<file path="src/rtl/n0prime_crt_arbiter_if.sv">
`default_nettype none
// ============================================================================
// Module  : n0prime_crt_arbiter_if
// Brief   : Bundle between the CRT p/q modexp controllers, the shared
//           n0prime engine and the arbiter that sits between them.
//           slave  = arbiter view, master = requester/engine view.
// Revision: 1.0  initial release
// ============================================================================
interface n0prime_crt_arbiter_if #(
   parameter int NW = 512,
   parameter int W  = 32
);
   // requester side
   logic          req_p;
   logic [NW-1:0] n_p;
   logic          req_q;
   logic [NW-1:0] n_q;
   logic          ack_p;
   logic          ack_q;
   logic [W-1:0]  res_p;
   logic [W-1:0]  res_q;
   logic          err_p;
   logic          err_q;
   logic          busy;
   // engine side
   logic [NW-1:0] eng_n;
   logic          eng_start;
   logic          eng_done;
   logic [W-1:0]  eng_result;

   modport slave (
      input  req_p, n_p, req_q, n_q, eng_done, eng_result,
      output ack_p, ack_q, res_p, res_q, err_p, err_q, busy, eng_n, eng_start
   );

   modport master (
      output req_p, n_p, req_q, n_q, eng_done, eng_result,
      input  ack_p, ack_q, res_p, res_q, err_p, err_q, busy, eng_n, eng_start
   );
endinterface
`default_nettype wire

</file>
<file path="src/rtl/n0prime_crt_arbiter.sv">
`default_nettype none
// ============================================================================
// Module  : n0prime_crt_arbiter
// Brief   : Shares one n0prime engine between the p and q CRT halves.
//           Latches each requester's modulus, launches the engine with a
//           one-cycle start, returns the result (or a timeout error) as a
//           registered pulse. Round-robin on contention.
// Revision: 1.0  initial release
// ============================================================================
module n0prime_crt_arbiter #(
   parameter int NW      = 512,
   parameter int W       = 32,
   parameter int TIMEOUT = 256
) (
   input  logic                 clk,
   input  logic                 reset,
   n0prime_crt_arbiter_if.slave bus
);

   localparam int            CW         = $clog2(TIMEOUT);
   localparam logic [CW-1:0] C_CNT_LAST = CW'(TIMEOUT - 1);

   typedef enum logic [1:0] {
      S_IDLE   = 2'd0,
      S_LAUNCH = 2'd1,
      S_WAIT   = 2'd2
   } state_t;

   state_t        r_state;
   state_t        w_state_nxt;

   logic          r_pend_p;
   logic          r_pend_q;
   logic [NW-1:0] r_nreg_p;
   logic [NW-1:0] r_nreg_q;
   logic [NW-1:0] r_eng_n;
   logic          r_owner_q;   // 1: q is (or was last) in service
   logic          r_rr_q;      // 1: q was granted last, so p wins a tie
   logic [CW-1:0] r_cnt;
   logic [W-1:0]  r_res_p;
   logic [W-1:0]  r_res_q;
   logic          r_ack_p;
   logic          r_ack_q;
   logic          r_err_p;
   logic          r_err_q;

   logic          w_grant;
   logic          w_pick_q;
   logic          w_done;
   logic          w_timeout;
   logic          w_take_p;
   logic          w_take_q;

   // A requester already pending or in service cannot queue a second job;
   // in the ack/err cycle the FSM is back in IDLE, so a re-request is taken.
   assign w_take_p = bus.req_p && !r_pend_p && !((r_state != S_IDLE) && !r_owner_q);
   assign w_take_q = bus.req_q && !r_pend_q && !((r_state != S_IDLE) &&  r_owner_q);

   // Next-state decode; eng_done is only looked at while waiting.
   always_comb begin
      w_state_nxt = r_state;
      w_grant     = 1'b0;
      w_pick_q    = 1'b0;
      w_done      = 1'b0;
      w_timeout   = 1'b0;
      case (r_state)
         S_IDLE: begin
            if (r_pend_p || r_pend_q) begin
               w_grant     = 1'b1;
               w_pick_q    = r_pend_q && (!r_pend_p || !r_rr_q);
               w_state_nxt = S_LAUNCH;
            end
         end
         S_LAUNCH: begin
            w_state_nxt = S_WAIT;
         end
         S_WAIT: begin
            if (bus.eng_done) begin
               w_done      = 1'b1;
               w_state_nxt = S_IDLE;
            end else if (r_cnt == C_CNT_LAST) begin
               w_timeout   = 1'b1;
               w_state_nxt = S_IDLE;
            end
         end
         default: begin
            w_state_nxt = S_IDLE;
         end
      endcase
   end

   // State register.
   always_ff @(posedge clk or posedge reset) begin
      if (reset) begin
         r_state <= S_IDLE;
      end else begin
         r_state <= w_state_nxt;
      end
   end

   // Request intake: latch modulus on acceptance, clear pending on grant.
   always_ff @(posedge clk or posedge reset) begin
      if (reset) begin
         r_pend_p <= 1'b0;
         r_pend_q <= 1'b0;
         r_nreg_p <= '0;
         r_nreg_q <= '0;
      end else begin
         if (w_grant && !w_pick_q) begin
            r_pend_p <= 1'b0;
         end else if (w_take_p) begin
            r_pend_p <= 1'b1;
            r_nreg_p <= bus.n_p;
         end
         if (w_grant && w_pick_q) begin
            r_pend_q <= 1'b0;
         end else if (w_take_q) begin
            r_pend_q <= 1'b1;
            r_nreg_q <= bus.n_q;
         end
      end
   end

   // Grant bookkeeping: owner, engine operand (held until the next grant)
   // and the watchdog counter.
   always_ff @(posedge clk or posedge reset) begin
      if (reset) begin
         r_owner_q <= 1'b0;
         r_eng_n   <= '0;
         r_cnt     <= '0;
      end else begin
         if (w_grant) begin
            r_owner_q <= w_pick_q;
            r_eng_n   <= w_pick_q ? r_nreg_q : r_nreg_p;
         end
         if (r_state == S_LAUNCH) begin
            r_cnt <= '0;
         end else if (r_state == S_WAIT) begin
            r_cnt <= r_cnt + 1'b1;
         end
      end
   end

   // Completion: registered ack/err pulses, result capture, round-robin update.
   always_ff @(posedge clk or posedge reset) begin
      if (reset) begin
         r_ack_p <= 1'b0;
         r_ack_q <= 1'b0;
         r_err_p <= 1'b0;
         r_err_q <= 1'b0;
         r_res_p <= '0;
         r_res_q <= '0;
         r_rr_q  <= 1'b1;
      end else begin
         r_ack_p <= w_done    && !r_owner_q;
         r_ack_q <= w_done    &&  r_owner_q;
         r_err_p <= w_timeout && !r_owner_q;
         r_err_q <= w_timeout &&  r_owner_q;
         if (w_done && !r_owner_q) begin
            r_res_p <= bus.eng_result;
         end
         if (w_done && r_owner_q) begin
            r_res_q <= bus.eng_result;
         end
         if (w_done || w_timeout) begin
            r_rr_q <= r_owner_q;
         end
      end
   end

   assign bus.ack_p     = r_ack_p;
   assign bus.ack_q     = r_ack_q;
   assign bus.err_p     = r_err_p;
   assign bus.err_q     = r_err_q;
   assign bus.res_p     = r_res_p;
   assign bus.res_q     = r_res_q;
   assign bus.eng_n     = r_eng_n;
   assign bus.eng_start = (r_state == S_LAUNCH);
   // Held through the completion pulse so it drops the cycle after it.
   assign bus.busy      = (r_state != S_IDLE) || r_pend_p || r_pend_q ||
                          r_ack_p || r_ack_q || r_err_p || r_err_q;

endmodule
`default_nettype wire

</file>
<file path="src/flat_wrapper.sv">
// flat-port wrapper written by rule: the top's interface ports become plain ports
module n0prime_crt_arbiter_flat 
#(
   parameter int NW      = 512,
   parameter int W       = 32,
   parameter int TIMEOUT = 256
)
  (clk, reset, bus_req_p, bus_n_p, bus_req_q, bus_n_q, bus_eng_done, bus_eng_result, bus_ack_p, bus_ack_q, bus_res_p, bus_res_q, bus_err_p, bus_err_q, bus_busy, bus_eng_n, bus_eng_start);
  n0prime_crt_arbiter_if #(.NW(NW), .W(W)) bus_i ();
  input  logic clk;
  input  logic reset;
  input wire logic [$bits(bus_i.req_p)-1:0] bus_req_p;
  input wire logic [$bits(bus_i.n_p)-1:0] bus_n_p;
  input wire logic [$bits(bus_i.req_q)-1:0] bus_req_q;
  input wire logic [$bits(bus_i.n_q)-1:0] bus_n_q;
  input wire logic [$bits(bus_i.eng_done)-1:0] bus_eng_done;
  input wire logic [$bits(bus_i.eng_result)-1:0] bus_eng_result;
  output wire logic [$bits(bus_i.ack_p)-1:0] bus_ack_p;
  output wire logic [$bits(bus_i.ack_q)-1:0] bus_ack_q;
  output wire logic [$bits(bus_i.res_p)-1:0] bus_res_p;
  output wire logic [$bits(bus_i.res_q)-1:0] bus_res_q;
  output wire logic [$bits(bus_i.err_p)-1:0] bus_err_p;
  output wire logic [$bits(bus_i.err_q)-1:0] bus_err_q;
  output wire logic [$bits(bus_i.busy)-1:0] bus_busy;
  output wire logic [$bits(bus_i.eng_n)-1:0] bus_eng_n;
  output wire logic [$bits(bus_i.eng_start)-1:0] bus_eng_start;
  assign bus_i.req_p = bus_req_p;
  assign bus_i.n_p = bus_n_p;
  assign bus_i.req_q = bus_req_q;
  assign bus_i.n_q = bus_n_q;
  assign bus_i.eng_done = bus_eng_done;
  assign bus_i.eng_result = bus_eng_result;
  assign bus_ack_p = bus_i.ack_p;
  assign bus_ack_q = bus_i.ack_q;
  assign bus_res_p = bus_i.res_p;
  assign bus_res_q = bus_i.res_q;
  assign bus_err_p = bus_i.err_p;
  assign bus_err_q = bus_i.err_q;
  assign bus_busy = bus_i.busy;
  assign bus_eng_n = bus_i.eng_n;
  assign bus_eng_start = bus_i.eng_start;
  n0prime_crt_arbiter #(.NW(NW), .W(W), .TIMEOUT(TIMEOUT)) u_core (.clk(clk), .reset(reset), .bus(bus_i));
endmodule
</file>
<file path="config.mk">
export PLATFORM = sky130hd
export DESIGN_NAME = n0prime_crt_arbiter_flat
export DESIGN_NICKNAME = d
export VERILOG_FILES = /design/src/rtl/n0prime_crt_arbiter_if.sv /design/src/rtl/n0prime_crt_arbiter.sv /design/src/flat_wrapper.sv
export SDC_FILE = /design/constraint.sdc
export NUM_CORES = 2
export LEC_CHECK = 0
export CORE_AREA = 2 2 638 640
export DETAILED_ROUTE_END_ITERATION = 8
export DIE_AREA = 0 0 640 642
export PLACE_DENSITY = 0.33
export SETUP_SLACK_MARGIN = 0.4
export SLEW_MARGIN = 40
export SYNTH_ARGS = -nofsm -noshare
export SYNTH_HDL_FRONTEND = slang
export SYNTH_SLANG_ARGS = --single-unit
</file>
<file path="constraint.sdc">
create_clock -name clk -period 62.5 [get_ports clk]
set_input_delay 15.625 -clock clk [delete_from_list [all_inputs] [get_ports clk]]
set_output_delay 15.625 -clock clk [all_outputs]
set_load 0.02 [all_outputs]
</file>
* Word-level counts from Yosys, hierarchy flattened
Index checks and enable logic that the tools add are counted.
Storage, ports and cells: bits of input ports 1061, register bits after elaboration 1618
Cells by class: add/subtract/negate cells 1, bitwise logic cells 2, multiplexer cells 20, reduce and logical (&&, ||, !) cells 37, eq/ne operators 5
Operators by type and width (count):
- 512-bit 2-to-1 mux | 1
- 8-bit 2-to-1 mux | 2
- 1-bit logical AND | 13
- 1-bit 2-to-1 mux | 13
- 1-bit logical OR | 9
- 8-bit by 1-bit adder with 8-bit output, second input constant | 1
- 8-bit == test, second input constant | 1
- 2-bit nonzero test | 4
- 1-bit logical NOT | 7
- 2-bit 2-to-1 mux | 3
- 2-bit one-hot mux with 3 select lines | 1
- 2-bit AND reduction | 3
- 3-bit by 2-bit inequality test with 1-bit output, second input constant | 1
- 2-bit by 1-bit == test with 1-bit output, second input constant | 1
- 2-bit == test, second input constant | 1
- 2-bit logical NOT | 1
- 2-bit by 1-bit inequality test with 1-bit output, second input constant | 1
- 1-bit inverter | 2

* Logic depth before layout (Yosys ltp)
depth in word-level cells 9, depth in mapped cells 9, mapped depth without buffers 5

* Worst setup path after synthesis
No wires, ideal clock.
kind reg-to-output, from register u_core.r_state[0], to output port bus_busy, slack 45.383 ns, required time 46.875 ns, arrival 1.492 ns, cell stages (with the launch flop) 6, path buffers 1, cell sequence dfrtp_1 inv_1 ha_1 buf_2 or3b_2 nand2b_1
On the way: cells in the longest elaborated chain, start to end 7
RTL lines:
- start, declared | RTL line n0prime_crt_arbiter.sv:29 | state_t r_state;
- start signal, assigned | RTL line n0prime_crt_arbiter.sv:97 | r_state <= w_state_nxt;
- 2-bit nonzero test | RTL line n0prime_crt_arbiter.sv:180 | assign bus.busy = (r_state != S_IDLE) || r_pend_p || r_pend_q ||
- 1-bit logical OR (3 in series) | RTL line n0prime_crt_arbiter.sv:180
- 1-bit logical OR (3 in series) | RTL line n0prime_crt_arbiter.sv:181 | r_ack_p || r_ack_q || r_err_p || r_err_q;
- end, declared | RTL line flat_wrapper.sv:24 | output wire logic [$bits(bus_i.busy)-1:0] bus_busy;
No other way between the ends.

==> impl_metrics.prom <==
# TYPE chip_impl_metric gauge
chip_impl_metric{name="route.antenna.remaining_nets",unit=""} 0
chip_impl_info{name="terminus_of_the_critical_flop_to_flop_path",value="u_core.r_nreg_q[304]"} 1
chip_impl_metric{name="placeable_core_area",unit="mm2"} 0.404
chip_impl_metric{name="post_route_utilization",unit="%"} 23.7
chip_impl_metric{name="remaining_drc_errors",unit=""} 0
chip_impl_info{name="slowest_stage",value="sky130_fd_sc_hd__buf_4"} 1
chip_impl_metric{name="initial_utilization",unit="%"} 16.4
chip_impl_metric{name="buffer_levels_on_the_longest_clock_path",unit=""} 4
chip_impl_metric{name="routed_wirelength",unit="um"} 350000
chip_impl_info{name="cts_tree",value="built"} 1
chip_impl_metric{name="crit_arrival",unit="ns"} 21.73
chip_impl_info{name="min_delay_worst_endpoint",value="u_core.bus.eng_n[399]"} 1
chip_impl_metric{name="hold-path-cell-count",unit=""} 2
chip_impl_metric{name="max_clock_freq",unit="GHz"} 0.0482
chip_impl_metric{name="numCtsBuffers",unit=""} 211
chip_impl_metric{name="floorplan.die_area",unit="mm2"} 0.411
chip_impl_metric{name="synth_edf_count",unit=""} 0
chip_impl_metric{name="power.ir.vdd_worst",unit="V"} 0.0000414
chip_impl_metric{name="clkSlewWorstSetupHoldPaths",unit="ns"} 0.06
chip_impl_metric{name="synth_async_sr_flop_share",unit="%"} 100
chip_impl_info{name="path_category_of_the_worst_min_delay_check",value="flop to flop"} 1
chip_impl_metric{name="fin_worst_skew",unit="ns"} 0.0672
chip_impl_info{name="cp_common_cell",value="sky130_fd_sc_hd__buf_6"} 1
chip_impl_metric{name="largest_net_degree_at_the_start_of_global_routing",unit=""} 127
chip_impl_metric{name="static-leakage-power",unit="nW"} 38.1
chip_impl_metric{name="dp.final_hpwl",unit="um"} 253000
chip_impl_metric{name="worst_slew_pin_slew",unit="ns"} 1.03
chip_impl_metric{name="fin_hold_ws",unit="ns"} 0.475
chip_impl_metric{name="finalWeightedCongestion",unit=""} 0.807
chip_impl_metric{name="ys_seq_elements",unit=""} 1618
chip_impl_metric{name="worst_path_largest_cell_delay",unit="ns"} 0.65
chip_impl_info{name="synthFlopType",value="sky130_fd_sc_hd__dfrtp_1"} 1
chip_impl_metric{name="finalMaxSlewViolations",unit=""} 0
chip_impl_metric{name="ctsHoldBuffers",unit=""} 0
chip_impl_metric{name="totalNegativeSetupSlack",unit="ns"} 0
chip_impl_metric{name="seq_area_frac_synth",unit="%"} 61.1
chip_impl_info{name="outcome",value="completed"} 1
chip_impl_metric{name="synth-warning-count",unit=""} 0
chip_impl_metric{name="critical_path.max_fanout",unit=""} 117
chip_impl_metric{name="track_usage",unit="%"} 16.5
chip_impl_metric{name="synthCells",unit=""} 5309
chip_impl_metric{name="io_pins",unit=""} 1643
chip_impl_metric{name="antenna_violations_before_repair",unit=""} 239
chip_impl_metric{name="numClockSinks",unit=""} 1618
chip_impl_metric{name="powerDensity",unit="mW/mm2"} 60.1
chip_impl_metric{name="initialDrtViolationCount",unit=""} 2695
chip_impl_metric{name="syn-cell-area",unit="mm2"} 0.0663
chip_impl_metric{name="cells_resized_by_post_cts_repair",unit=""} 0
chip_impl_metric{name="avgViaCountPerCell",unit=""} 4.12
chip_impl_metric{name="reg2reg_slack",unit="ns"} 57.32
chip_impl_metric{name="cp_data_required_time",unit="ns"} 63.47
chip_impl_metric{name="final.period_utilization",unit="%"} 33.2
chip_impl_info{name="hold_start",value="u_core.bus.eng_n[399]"} 1
chip_impl_metric{name="vias",unit=""} 51300
chip_impl_metric{name="period_minus_slack",unit="ns"} 20.76
chip_impl_metric{name="synthDistinctLibCells",unit=""} 38
chip_impl_metric{name="drt-wirelength-per-cell",unit="um"} 28.1
chip_impl_metric{name="syn_nets",unit=""} 6375
chip_impl_metric{name="report.final.setup_viol",unit=""} 0
chip_impl_metric{name="floorplan.rows",unit=""} 234
chip_impl_info{name="rsz0062_at_grt",value="no"} 1
chip_impl_metric{name="fp.dieW",unit="um"} 640
chip_impl_metric{name="htree_levels",unit=""} 4
chip_impl_metric{name="final_net_count",unit=""} 7868
chip_impl_info{name="sort_of_element_at_the_start_of_the_critical_path",value="input pin"} 1
chip_impl_metric{name="drt_first_pass_iters",unit=""} 5
chip_impl_metric{name="relSlewSlack",unit="%"} 31.1
chip_impl_metric{name="rr_worst_depth",unit=""} 11
chip_impl_metric{name="placed_area",unit="mm2"} 0.0887
chip_impl_metric{name="clock_network_latency_to_the_later_pin_of_the_worst_skew_pair",unit="ns"} 0.88
chip_impl_metric{name="layout-drive-gt1-share",unit="%"} 15.5
chip_impl_metric{name="final_area",unit="mm2"} 0.0960
chip_impl_metric{name="io_port_bufs",unit=""} 1642
chip_impl_info{name="critical_path_end_type",value="asynchronous set/reset pin"} 1
chip_impl_info{name="regToRegStartpoint",value="u_core.r_state[1]"} 1
chip_impl_metric{name="global_route_wire_length_before_repair",unit="um"} 479000
chip_impl_metric{name="avgSynthCellArea",unit="um2"} 12.5
chip_impl_metric{name="post-cts-setup-buffer-count",unit=""} 0
chip_impl_metric{name="drv_cap",unit=""} 0
chip_impl_metric{name="finalHoldViolations",unit=""} 0
chip_impl_info{name="critPathKind",value="input pin to asynchronous set/reset pin"} 1
chip_impl_info{name="critical_path.cell_chain",value="clkdlybuf4s50_1, inv_12, buf_6, buf_4, buf_4, buf_6, buf_6, buf_4, buf_6, buf_6"} 1
chip_impl_metric{name="number_of_global_route_vias_before_repair",unit=""} 54000
chip_impl_info{name="cts_root_buffer",value="sky130_fd_sc_hd__clkbuf_16"} 1
chip_impl_metric{name="chipHeight",unit="um"} 642
chip_impl_metric{name="globalRoute.totalOverflow",unit=""} 0
chip_impl_metric{name="area_growth_from_synthesis_to_final_layout",unit="%"} 44.8
[critical path, delay by kind of cell]
| kind | cells | cell delay (ns) |
|---|---|---|
| buffers and inverters | 10 | 5.61 |
[area by class of cell]
class	count	area [um2]
well taps	5428	6790
repair buffers	1747	17700
multi-input cells	3209	23800
clock inverters	65	742
fillers	42900	308000
inverters	15	68.8
flip-flops and latches	1618	40500
clock buffers	310	6290
diodes	46	115
[flip-flops by register name (all words and copies together) (netlist names)]
signal and cells:
u_core.bus.eng_n 512, u_core.r_nreg_p 512, u_core.r_nreg_q 512, u_core.bus.res_p 32
u_core.bus.res_q 32, u_core.r_cnt 8, u_core.r_state 2, u_core.bus.ack_p 1
u_core.bus.ack_q 1, u_core.bus.err_p 1, u_core.bus.err_q 1, u_core.r_owner_q 1
u_core.r_pend_p 1, u_core.r_pend_q 1, u_core.r_rr_q 1
[worst max-delay path by stage]
stage | startpoint | to | slack [ns] | cells after the start
floorplan | reset | u_core.bus.ack_p | 1.22 | 1
global placement | reset | u_core.bus.eng_n[316] | 39.07 | 10
detailed placement | reset | u_core.r_nreg_q[318] | 40.04 | 10
CTS | reset | u_core.bus.eng_n[257] | 41.06 | 10
global route | reset | u_core.bus.eng_n[257] | 40.97 | 10
finish | reset | u_core.bus.eng_n[323] | 41.74 | 10
[stage by stage]
step | total power, mW | setup WS (ns) | cells
2_1_floorplan | 3.27 | 1.22 | 5309
3_5_place_dp | 4.57 | 40.04 | 12000
4_1_cts | 5.87 | 41.06 | 12400
5_1_grt | 6.13 | 40.97 | 12400
6_report | 5.76 | 41.74 | 12400
3_3_place_gp | 4.53 | 39.07 | 12000
[metal layers]
| metal | vias to the layer above | wire length [um] | part of all wire (%) | track usage, % |
|---|---|---|---|---|
| li1 | 22200 | - | - | - |
| met2 | 1626 | 177000 | 51 | 29.3 |
| met4 | 94 | 9380 | 2.7 | 4.33 |
| met5 | - | 593 | 0.17 | 0 |
| met1 | 26700 | 141000 | 40 | 19.7 |
| met3 | 664 | 21300 | 6.1 | 4.08 |
[power breakdown]
group	internal [mW]	switching (mW)	leakage, nW
sequential	1.59	0.331	19.5
combinational	1.01	1.57	15.2
clock	0.743	0.514	3.47
total	3.35	2.41	38.1
[logic make-up after synthesis]
family	share of synthesized area, %
flops	61.1
compound gates	13.8
mux	18.6
simple gates	3.25
buf+inv	3.16
fa+ha+maj	0.0944
[cells in the final DEF, fill, tap and decap left out, drive strengths merged]
| cell | count |
|---|---|
| nor3 | 1 |
| and2 | 2 |
| ha | 5 |
| o22ai | 3 |
| dfstp | 1 |
| nor4 | 3 |
| or3b | 1 |
| o311ai | 4 |
| inv | 23 |
| nand3 | 4 |
| clkdlybuf4s50 | 1639 |
| a311oi | 1 |
| o21ai | 516 |
| a311o | 3 |
| nor2 | 6 |
| and4 | 1 |
| clkinv | 37 |
| nand2b | 6 |
| clkbuf | 310 |
| and3 | 3 |
| a31oi | 2 |
| mux2 | 1091 |
| nand2 | 515 |
| diode | 46 |
| nand4 | 4 |
| nor4bb | 2 |
| clkinvlp | 8 |
| a22oi | 513 |
| a211oi | 1 |
| o21a | 1 |
| dfrtp | 1617 |
| a2bb2oi | 1 |
| nor2b | 2 |
| mux2i | 2 |
| buf | 108 |
| a21oi | 515 |
| nand3b | 1 |
| bufinv | 12 |
[Yosys cell counts, types with 5 or more instances]
library cell	count	area share (%)
sky130_fd_sc_hd__ha_1	5	0.094
sky130_fd_sc_hd__a21oi_1	515	3.9
sky130_fd_sc_hd__nand2b_1	6	0.057
sky130_fd_sc_hd__buf_2	74	0.56
sky130_fd_sc_hd__nand2_1	515	2.9
sky130_fd_sc_hd__clkbuf_1	320	1.8
sky130_fd_sc_hd__mux2_1	480	8.2
sky130_fd_sc_hd__buf_4	52	0.59
sky130_fd_sc_hd__dfrtp_1	1617	61
sky130_fd_sc_hd__mux2_2	611	10
sky130_fd_sc_hd__nor2_1	6	0.034
sky130_fd_sc_hd__inv_1	14	0.079
sky130_fd_sc_hd__a22oi_1	513	5.8
sky130_fd_sc_hd__buf_1	21	0.12
sky130_fd_sc_hd__o21ai_0	515	3.9
Note: power is estimated with default switching activity, not from simulation.
